File: src/rtl/hazard_stall_ctrl.sv
// Hazard/stall controller: RAW (Tuse/Tnew) and mult/div busy stalls, plus the mult/div busy counter.
// Optional stall statistics counters are enabled by defining HAZARD_STALL_CNT_EN.
module hazard_stall_ctrl #(
  parameter int MULT_CYCLES = 5,
  parameter int DIV_CYCLES  = 10,
  parameter int CNT_W       = 4
) (
  input  logic       clk,
  input  logic       reset,
  input  logic [4:0] rs_D,
  input  logic [4:0] rt_D,
  input  logic [1:0] tuse_rs,
  input  logic [1:0] tuse_rt,
  input  logic [4:0] A3_E,
  input  logic [1:0] tnew_E,
  input  logic [4:0] A3_M,
  input  logic [1:0] tnew_M,
  input  logic       md_use_D,
  input  logic       md_start_E,
  input  logic       md_is_div_E,
  output logic       stall,
  output logic       en_pc,
  output logic       en_D,
  output logic       clr_E,
  output logic       md_busy,
  output logic       md_done
`ifdef HAZARD_STALL_CNT_EN
  ,
  output logic [31:0] stall_cycles,
  output logic [31:0] md_stall_cycles
`endif
);

  // state   | meaning
  // MD_IDLE | busy count is zero, unit free
  // MD_BUSY | busy count non-zero, mult/div result pending
  typedef enum logic {MD_IDLE, MD_BUSY} md_state_e;

  logic [CNT_W-1:0] cnt_q, cnt_d;
  logic             md_done_q, md_done_d;
  md_state_e        md_state;

  logic stall_rs, stall_rt, stall_md;

  always_comb begin
    stall_rs = (rs_D != 5'd0) &&
               (((rs_D == A3_E) && (tuse_rs < tnew_E)) ||
                ((rs_D == A3_M) && (tuse_rs < tnew_M)));
    stall_rt = (rt_D != 5'd0) &&
               (((rt_D == A3_E) && (tuse_rt < tnew_E)) ||
                ((rt_D == A3_M) && (tuse_rt < tnew_M)));
    stall_md = md_use_D && (md_busy || md_start_E);
  end

  assign stall   = stall_rs | stall_rt | stall_md;
  assign en_pc   = ~stall;
  assign en_D    = ~stall;
  assign clr_E   = stall;

  assign md_state = (cnt_q != '0) ? MD_BUSY : MD_IDLE;
  assign md_busy  = (md_state == MD_BUSY);
  assign md_done  = md_done_q;

  // A start in E always loads, even while the D stage is stalled; newest start wins.
  always_comb begin
    cnt_d     = cnt_q;
    md_done_d = 1'b0;
    if (md_start_E) begin
      cnt_d = md_is_div_E ? CNT_W'(DIV_CYCLES) : CNT_W'(MULT_CYCLES);
    end else begin
      case (md_state)
        MD_BUSY: begin
          cnt_d     = cnt_q - 1'b1;
          md_done_d = (cnt_q == CNT_W'(1));
        end
        default: cnt_d = '0;
      endcase
    end
  end

  always_ff @(posedge clk) begin
    if (reset) begin
      cnt_q     <= '0;
      md_done_q <= 1'b0;
    end else begin
      cnt_q     <= cnt_d;
      md_done_q <= md_done_d;
    end
  end

`ifdef HAZARD_STALL_CNT_EN
  logic [31:0] stall_cnt_q, md_stall_cnt_q;

  always_ff @(posedge clk) begin
    if (reset) begin
      stall_cnt_q    <= '0;
      md_stall_cnt_q <= '0;
    end else begin
      if (stall && (stall_cnt_q != 32'hFFFF_FFFF))
        stall_cnt_q <= stall_cnt_q + 32'd1;
      if (stall_md && (md_stall_cnt_q != 32'hFFFF_FFFF))
        md_stall_cnt_q <= md_stall_cnt_q + 32'd1;
    end
  end

  assign stall_cycles    = stall_cnt_q;
  assign md_stall_cycles = md_stall_cnt_q;
`endif

endmodule

File: config.mk
export PLATFORM = sky130hd
export DESIGN_NAME = hazard_stall_ctrl
export DESIGN_NICKNAME = d
export VERILOG_FILES = /design/src/rtl/hazard_stall_ctrl.sv
export SDC_FILE = /design/constraint.sdc
export NUM_CORES = 1
export LEC_CHECK = 0
export CAP_MARGIN = 25
export CORE_MARGIN = 5
export CORE_UTILIZATION = 36
export CTS_CLUSTER_DIAMETER = 30
export CTS_CLUSTER_SIZE = 30
export DETAILED_ROUTE_END_ITERATION = 10
export PLACE_DENSITY = 0.88
export SLEW_MARGIN = 20
export SYNTH_ARGS = -nofsm -noshare
export SYNTH_HDL_FRONTEND = slang
export SYNTH_SLANG_ARGS = --single-unit
File: constraint.sdc
create_clock -name clk -period 1.6 [get_ports clk]
set_input_delay 0.16 -clock clk [delete_from_list [all_inputs] [get_ports clk]]
set_output_delay 0.16 -clock clk [all_outputs]
set_load 0.1 [all_outputs]
==> results.yml, run 1 <==
status:
  outcome: "finished, violations left"
  violations: "negative setup slack"
floorplan:
  floorplan.io_pins: 39
  effective_utilization_at_floorplan_pct: 36.7
  die-area_sq_um: 2630
  die_outline_width_um: 51.3
  core_area_sq_um: 1670
  die_height_um: 51.3
  core.rowCount: 15
critical_path:
  critPathLaunchType: "input pin"
  timing.critical_path.arrival_ps: 1660
  crit_slowest_cell: "a2111oi_4"
  crit_path_max_fanout: 2
  cell_family_with_the_largest_share_of_critical_path_delay: "compound AO/OA/AOI/OAI gates"
  cp-end-kind: "output port"
  worstSetupPathType: "input pin to output port"
  timing.critical_path.required_ps: 1440
  critPathBufInv: 2
  max_stage_delay_ps: 390
  crit_chain: "buf_8, ha_4, a2111oi_4, nand4_1, o2bb2ai_4, and3_4, buf_12"
power:
  leakagePower_nw: 0.602
  worst_vdd_rail_ir_drop_v: 0.000474
  power_uw: 833
  power_density_nw_per_um2: 570
sta:
  min_period_over_period_pct: 114
  fin_worst_skew_ps: 0.519
  fmax_ghz: 0.550
  slew_headroom_pct: 79.4
  finalHoldWorstSlack_ps: 555
  period_minus_slack_ps: 1820
  number_of_failing_hold_endpoints_at_the_final_stage: 0
  slew_limit_fails: 0
  postLayoutSetupSlackWorst_ps: -218
  setup_tns_final_ps: -765
  report.final.setup_viol: 4
  grt_setup_unrepaired: "true"
  tightestPinTransition_ps: 308
grt:
  grt_antenna_before_repair: 0
  global_route_congestion_overflow_total: 0
  grt_pass1_vias: 931
  global_route_wire_length_before_repair_mm: 4.73
  grt_usage_pct: 24.8
  grt_max_degree: 9
yosys:
  synthesis.instances: 73
  synth_top_area_share_pct: 16.3
  synth_top_flop_cell: "dfxtp_1"
  synth-async-reset-ratio_pct: 0
  syn_area_per_cell_sq_um: 8.40
  netlist_top_cells_area: "dfxtp_1, xnor2_1, xor2_1, ha_1, a2111oi_4"
  synth.yosys.warnings: 0
  synth_top_area_cell: "dfxtp_1"
  synth-edff-count: 0
  synth_seq_area_share_pct: 16.3
  netlist_area_sq_um: 613
  syn_nets: 110
  synth_seq_cells: 5
  synth_cell_types: 29
placement:
  dp_hpwl_mm: 1.90
  io_buffer_count: 38
  routabilityCongestion: 0.844
  place_area_sq_um: 1240
layout:
  filler_cell_count: 78
  diodes: 0
  final_design_area_no_fill_sq_um: 1460
  layout_commonest_cell: "buf_4"
  area_growth_syn_to_layout_pct: 138
  layout-drive-gt1-share_pct: 51.9
  commonest_cells_after_routing_fill_and_taps_aside: "buf_4, xnor2_1, clkdlybuf4s50_1, dlygate4sd2_1"
  final_net_count: 171
  final-seq-area_sq_um: 101
  multi_input_comb_area_sq_um: 713
clock_tree:
  ctsLongestPathBuffers: 2
  cts_buffers: 3
  clkLatencyLatePin_ps: 240
  clock_tree.root_cell: "clkbuf_4"
  cts.sink_count: 5
  clk_pin_slew_ps: 40
  tritoncts_clock_tree: "done"
  clock_tree.htree_level_count: 1
route:
  routed-via-count: 804
  wire_per_inst_um: 19.9
  post_drt_via_cell_ratio: 5.36
  detail-route-antenna-nets: 0
  detail_route.wirelength_mm: 2.98
  drt-pass1-iter-count: 4
  drt_iter0_markers: 14
  drc_errors: 0
job:
  max_cap_violations: 0
hold_path:
  hold_class: "flip-flop to flip-flop"
repair_timing:
item                                    4_1_cts  5_1_grt
cloned                                        0        0
pin swaps                                    15       13
resized for setup                            76       23
buffers inserted                              2        0
hold buffers                                  0        0
endpoints found under the setup margin        4        4
where the power goes:
group	total, mW	switching (mW)	leakage [nW]	internal, mW
registers	0.143	0.00986	0.0416	0.133
logic	0.546	0.292	0.545	0.254
clock network	0.144	0.0497	0.0150	0.0942
sequential cells by signal, summed over array words and instances (netlist names):
signal   count
md_done      1
cnt_q        4
per-layer routing:
metal	GRT usage, %	part of all wire, %	vias up
met3	2.62	5.9	10
met5	0	0	-
met4	12.2	4.0	0
li1	-	-	385
met1	25.7	36	370
met2	48.5	54	39
cell usage after synthesis, drive strengths merged (3+ instances only):
cell,number
a2111oi,3
ha,4
dfxtp,5
xnor2,11
nand4,4
nor2,5
nand2b,3
inv,4
xor2,9
final timing paths:
check	start	to	slack [ps]	depth (start not counted)
min reg2reg	cnt_q[3]	md_done	550	2
max reg2reg	cnt_q[0]	cnt_q[1]	520	3
min	cnt_q[3]	md_done	550	2
max	tuse_rt[1]	en_pc	-220	7
kinds of logic (layout without fill, tap and decap cells):
| group | Yosys count | count (layout) | synth area share [%] |
|---|---|---|---|
| xor+xnor | 20 | 20 | 28.6 |
| fa+ha+maj | 4 | 4 | 8.16 |
| compound gates | 14 | 14 | 19.8 |
| flops | 5 | 5 | 16.3 |
| simple gates | 23 | 23 | 21.6 |
| buf+inv | 7 | 67 | 5.51 |
cell type report:
type | count | area share (%)
Sequential cell | 5 | 6.94
Clock buffer | 4 | 1.80
Timing Repair Buffer | 59 | 39.4
Inverter | 4 | 1.54
Tap cell | 17 | 1.46
Multi-Input combinational cell | 61 | 48.8
tightest hold or removal path, stage by stage, from the launching register on:
cell and delay, ps:
dfxtp_2 320, or3_4 140, nor4b_1 50
through the flow:
step | instances | utilization, % | setup slack [ps]
after floorplan | 73 | - | -163
after global placement | 144 | 74.4 | -543
after detailed placement | 144 | 74.4 | -596
after CTS | 150 | 86.1 | -205
after global routing | 150 | 87.4 | -238
final | 150 | 87.4 | -218
Power figures use the tool's default switching activity.
==> inputs of run 2 (changes only) <==
--- a/config.mk
+++ b/config.mk
@@ -12,6 +12,7 @@
 export CTS_CLUSTER_SIZE = 30
 export DETAILED_ROUTE_END_ITERATION = 10
 export PLACE_DENSITY = 0.88
+export SKIP_CTS_REPAIR_TIMING = 1
 export SLEW_MARGIN = 20
 export SYNTH_ARGS = -nofsm -noshare
 export SYNTH_HDL_FRONTEND = slang
==> results.yml, run 2 (synthesis results as in run 1) <==
clock_tree:
  clock_tree.htree_level_count: 1
  tritoncts_clock_tree: "done"
  clkLatencyLatePin_ps: 240
  clock_tree.root_cell: "clkbuf_4"
  ctsLongestPathBuffers: 2
  clk_pin_slew_ps: 40
  cts_buffers: 3
  cts.sink_count: 5
power:
  power_density_nw_per_um2: 560
  leakagePower_nw: 0.744
  worst_vdd_rail_ir_drop_v: 0.000473
route:
  drt_iter0_markers: 9
  drt-pass1-iter-count: 4
  detail_route.wirelength_mm: 3.00
  wire_per_inst_um: 20.2
  drc_errors: 0
  routed-via-count: 810
  detail-route-antenna-nets: 0
  post_drt_via_cell_ratio: 5.44
sta:
  grt_setup_unrepaired: "true"
  period_minus_slack_ps: 1850
  fmax_ghz: 0.539
  tightestPinTransition_ps: 275
  report.final.setup_viol: 4
  fin_worst_skew_ps: 0.384
  finalHoldWorstSlack_ps: 559
  min_period_over_period_pct: 116
  slew_limit_fails: 0
  postLayoutSetupSlackWorst_ps: -254
  slew_headroom_pct: 81.6
  number_of_failing_hold_endpoints_at_the_final_stage: 0
critical_path:
  crit_path_max_fanout: 5
  crit_slowest_cell: "or3_4"
  cell_family_with_the_largest_share_of_critical_path_delay: "simple AND/OR/NAND/NOR gates"
  critPathBufInv: 2
  timing.critical_path.required_ps: 1440
  worstSetupPathType: "flip-flop to output port"
  critPathLaunchType: "flip-flop"
  timing.critical_path.arrival_ps: 1690
  cp-end-kind: "output port"
  max_stage_delay_ps: 390
  crit_chain: "or3_4, o31ai_4, buf_4, nand3_4, buf_12"
layout:
  multi_input_comb_area_sq_um: 676
  registers.top_by_ff_count: "cnt_q"
  commonest_cells_after_routing_fill_and_taps_aside: "dlymetal6s2s_1, buf_4, xnor2_1"
  final_design_area_no_fill_sq_um: 1480
  final_net_count: 170
  filler_cell_count: 71
  largest_reg_flops: 4
  layout-drive-gt1-share_pct: 40.9
  final-seq-area_sq_um: 101
  area_growth_syn_to_layout_pct: 141
  layout_commonest_cell: "dlymetal6s2s_1"
  diodes: 0
floorplan:
  floorplan.io_pins: 39
  die-area_sq_um: 2630
  core_area_sq_um: 1670
  die_outline_width_um: 51.3
  effective_utilization_at_floorplan_pct: 36.7
  die_height_um: 51.3
  core.rowCount: 15
grt:
  grt_usage_pct: 17.1
  global_route_wire_length_before_repair_mm: 3.42
  global_route_congestion_overflow_total: 0
  grt_pass1_vias: 807
  grt_antenna_before_repair: 0
  grt_max_degree: 9
status:
  violations: "negative setup slack"
  outcome: "finished, violations left"
placement:
  routabilityCongestion: 0.844
  dp_hpwl_mm: 1.90
  io_buffer_count: 38
  place_area_sq_um: 1240
hold_path:
  hold_class: "flip-flop to flip-flop"
job:
  max_cap_violations: 0
[run 2: worst paths after layout]
path                  from      end  slack (ps)  depth (start not counted)
hold reg to reg   cnt_q[2]  md_done         560                          2
hold / removal    cnt_q[2]  md_done         560                          2
setup reg to reg  cnt_q[3]  md_done         530                          2
setup / recovery  cnt_q[3]    clr_E        -250                          5
[run 2: area by class of cell]
cell class | instances | share of cell area (%)
Multi-Input combinational cell | 61 | 45.6
Timing Repair Buffer | 58 | 43.1
Sequential cell | 5 | 6.85
Clock buffer | 4 | 1.78
Tap cell | 17 | 1.44
Inverter | 4 | 1.18
[run 2: tightest hold or removal path: cells and delay by family (launching register included)]
| kind | cells | cell delay (ps) |
|---|---|---|
| simple gates | 2 | 190 |
| flops | 1 | 320 |
[run 2: per-layer routing]
| metal | vias to the layer above | global-route usage, % | wire, um |
|---|---|---|---|
| li1 | 385 | - | - |
| met3 | 8 | 3.21 | 195 |
| met4 | 0 | 7.86 | 91 |
| met1 | 382 | 16.8 | 1130 |
| met2 | 35 | 33.9 | 1590 |
| met5 | - | 0 | 0 |
[run 2: through the flow]
step / utilization (%) / instances / total power, mW / TNS [ps] / worst slack, ps
2_1_floorplan: - / 73 / 0.407 / -313 / -163
3_3_place_gp: 74.4 / 144 / 0.611 / -2030 / -543
3_5_place_dp: 74.4 / 144 / 0.619 / -2250 / -596
4_1_cts: 76.0 / 148 / 0.771 / -2300 / -610
5_1_grt: 88.6 / 149 / 0.868 / -1190 / -303
6_report: 88.6 / 149 / 0.829 / -1000 / -254
[run 2: where the power goes]
part           total, mW  switching, mW  internal (mW)
combinational      0.541          0.288          0.254
clock              0.144         0.0498         0.0942
sequential         0.144         0.0104          0.133
total              0.829          0.348          0.481
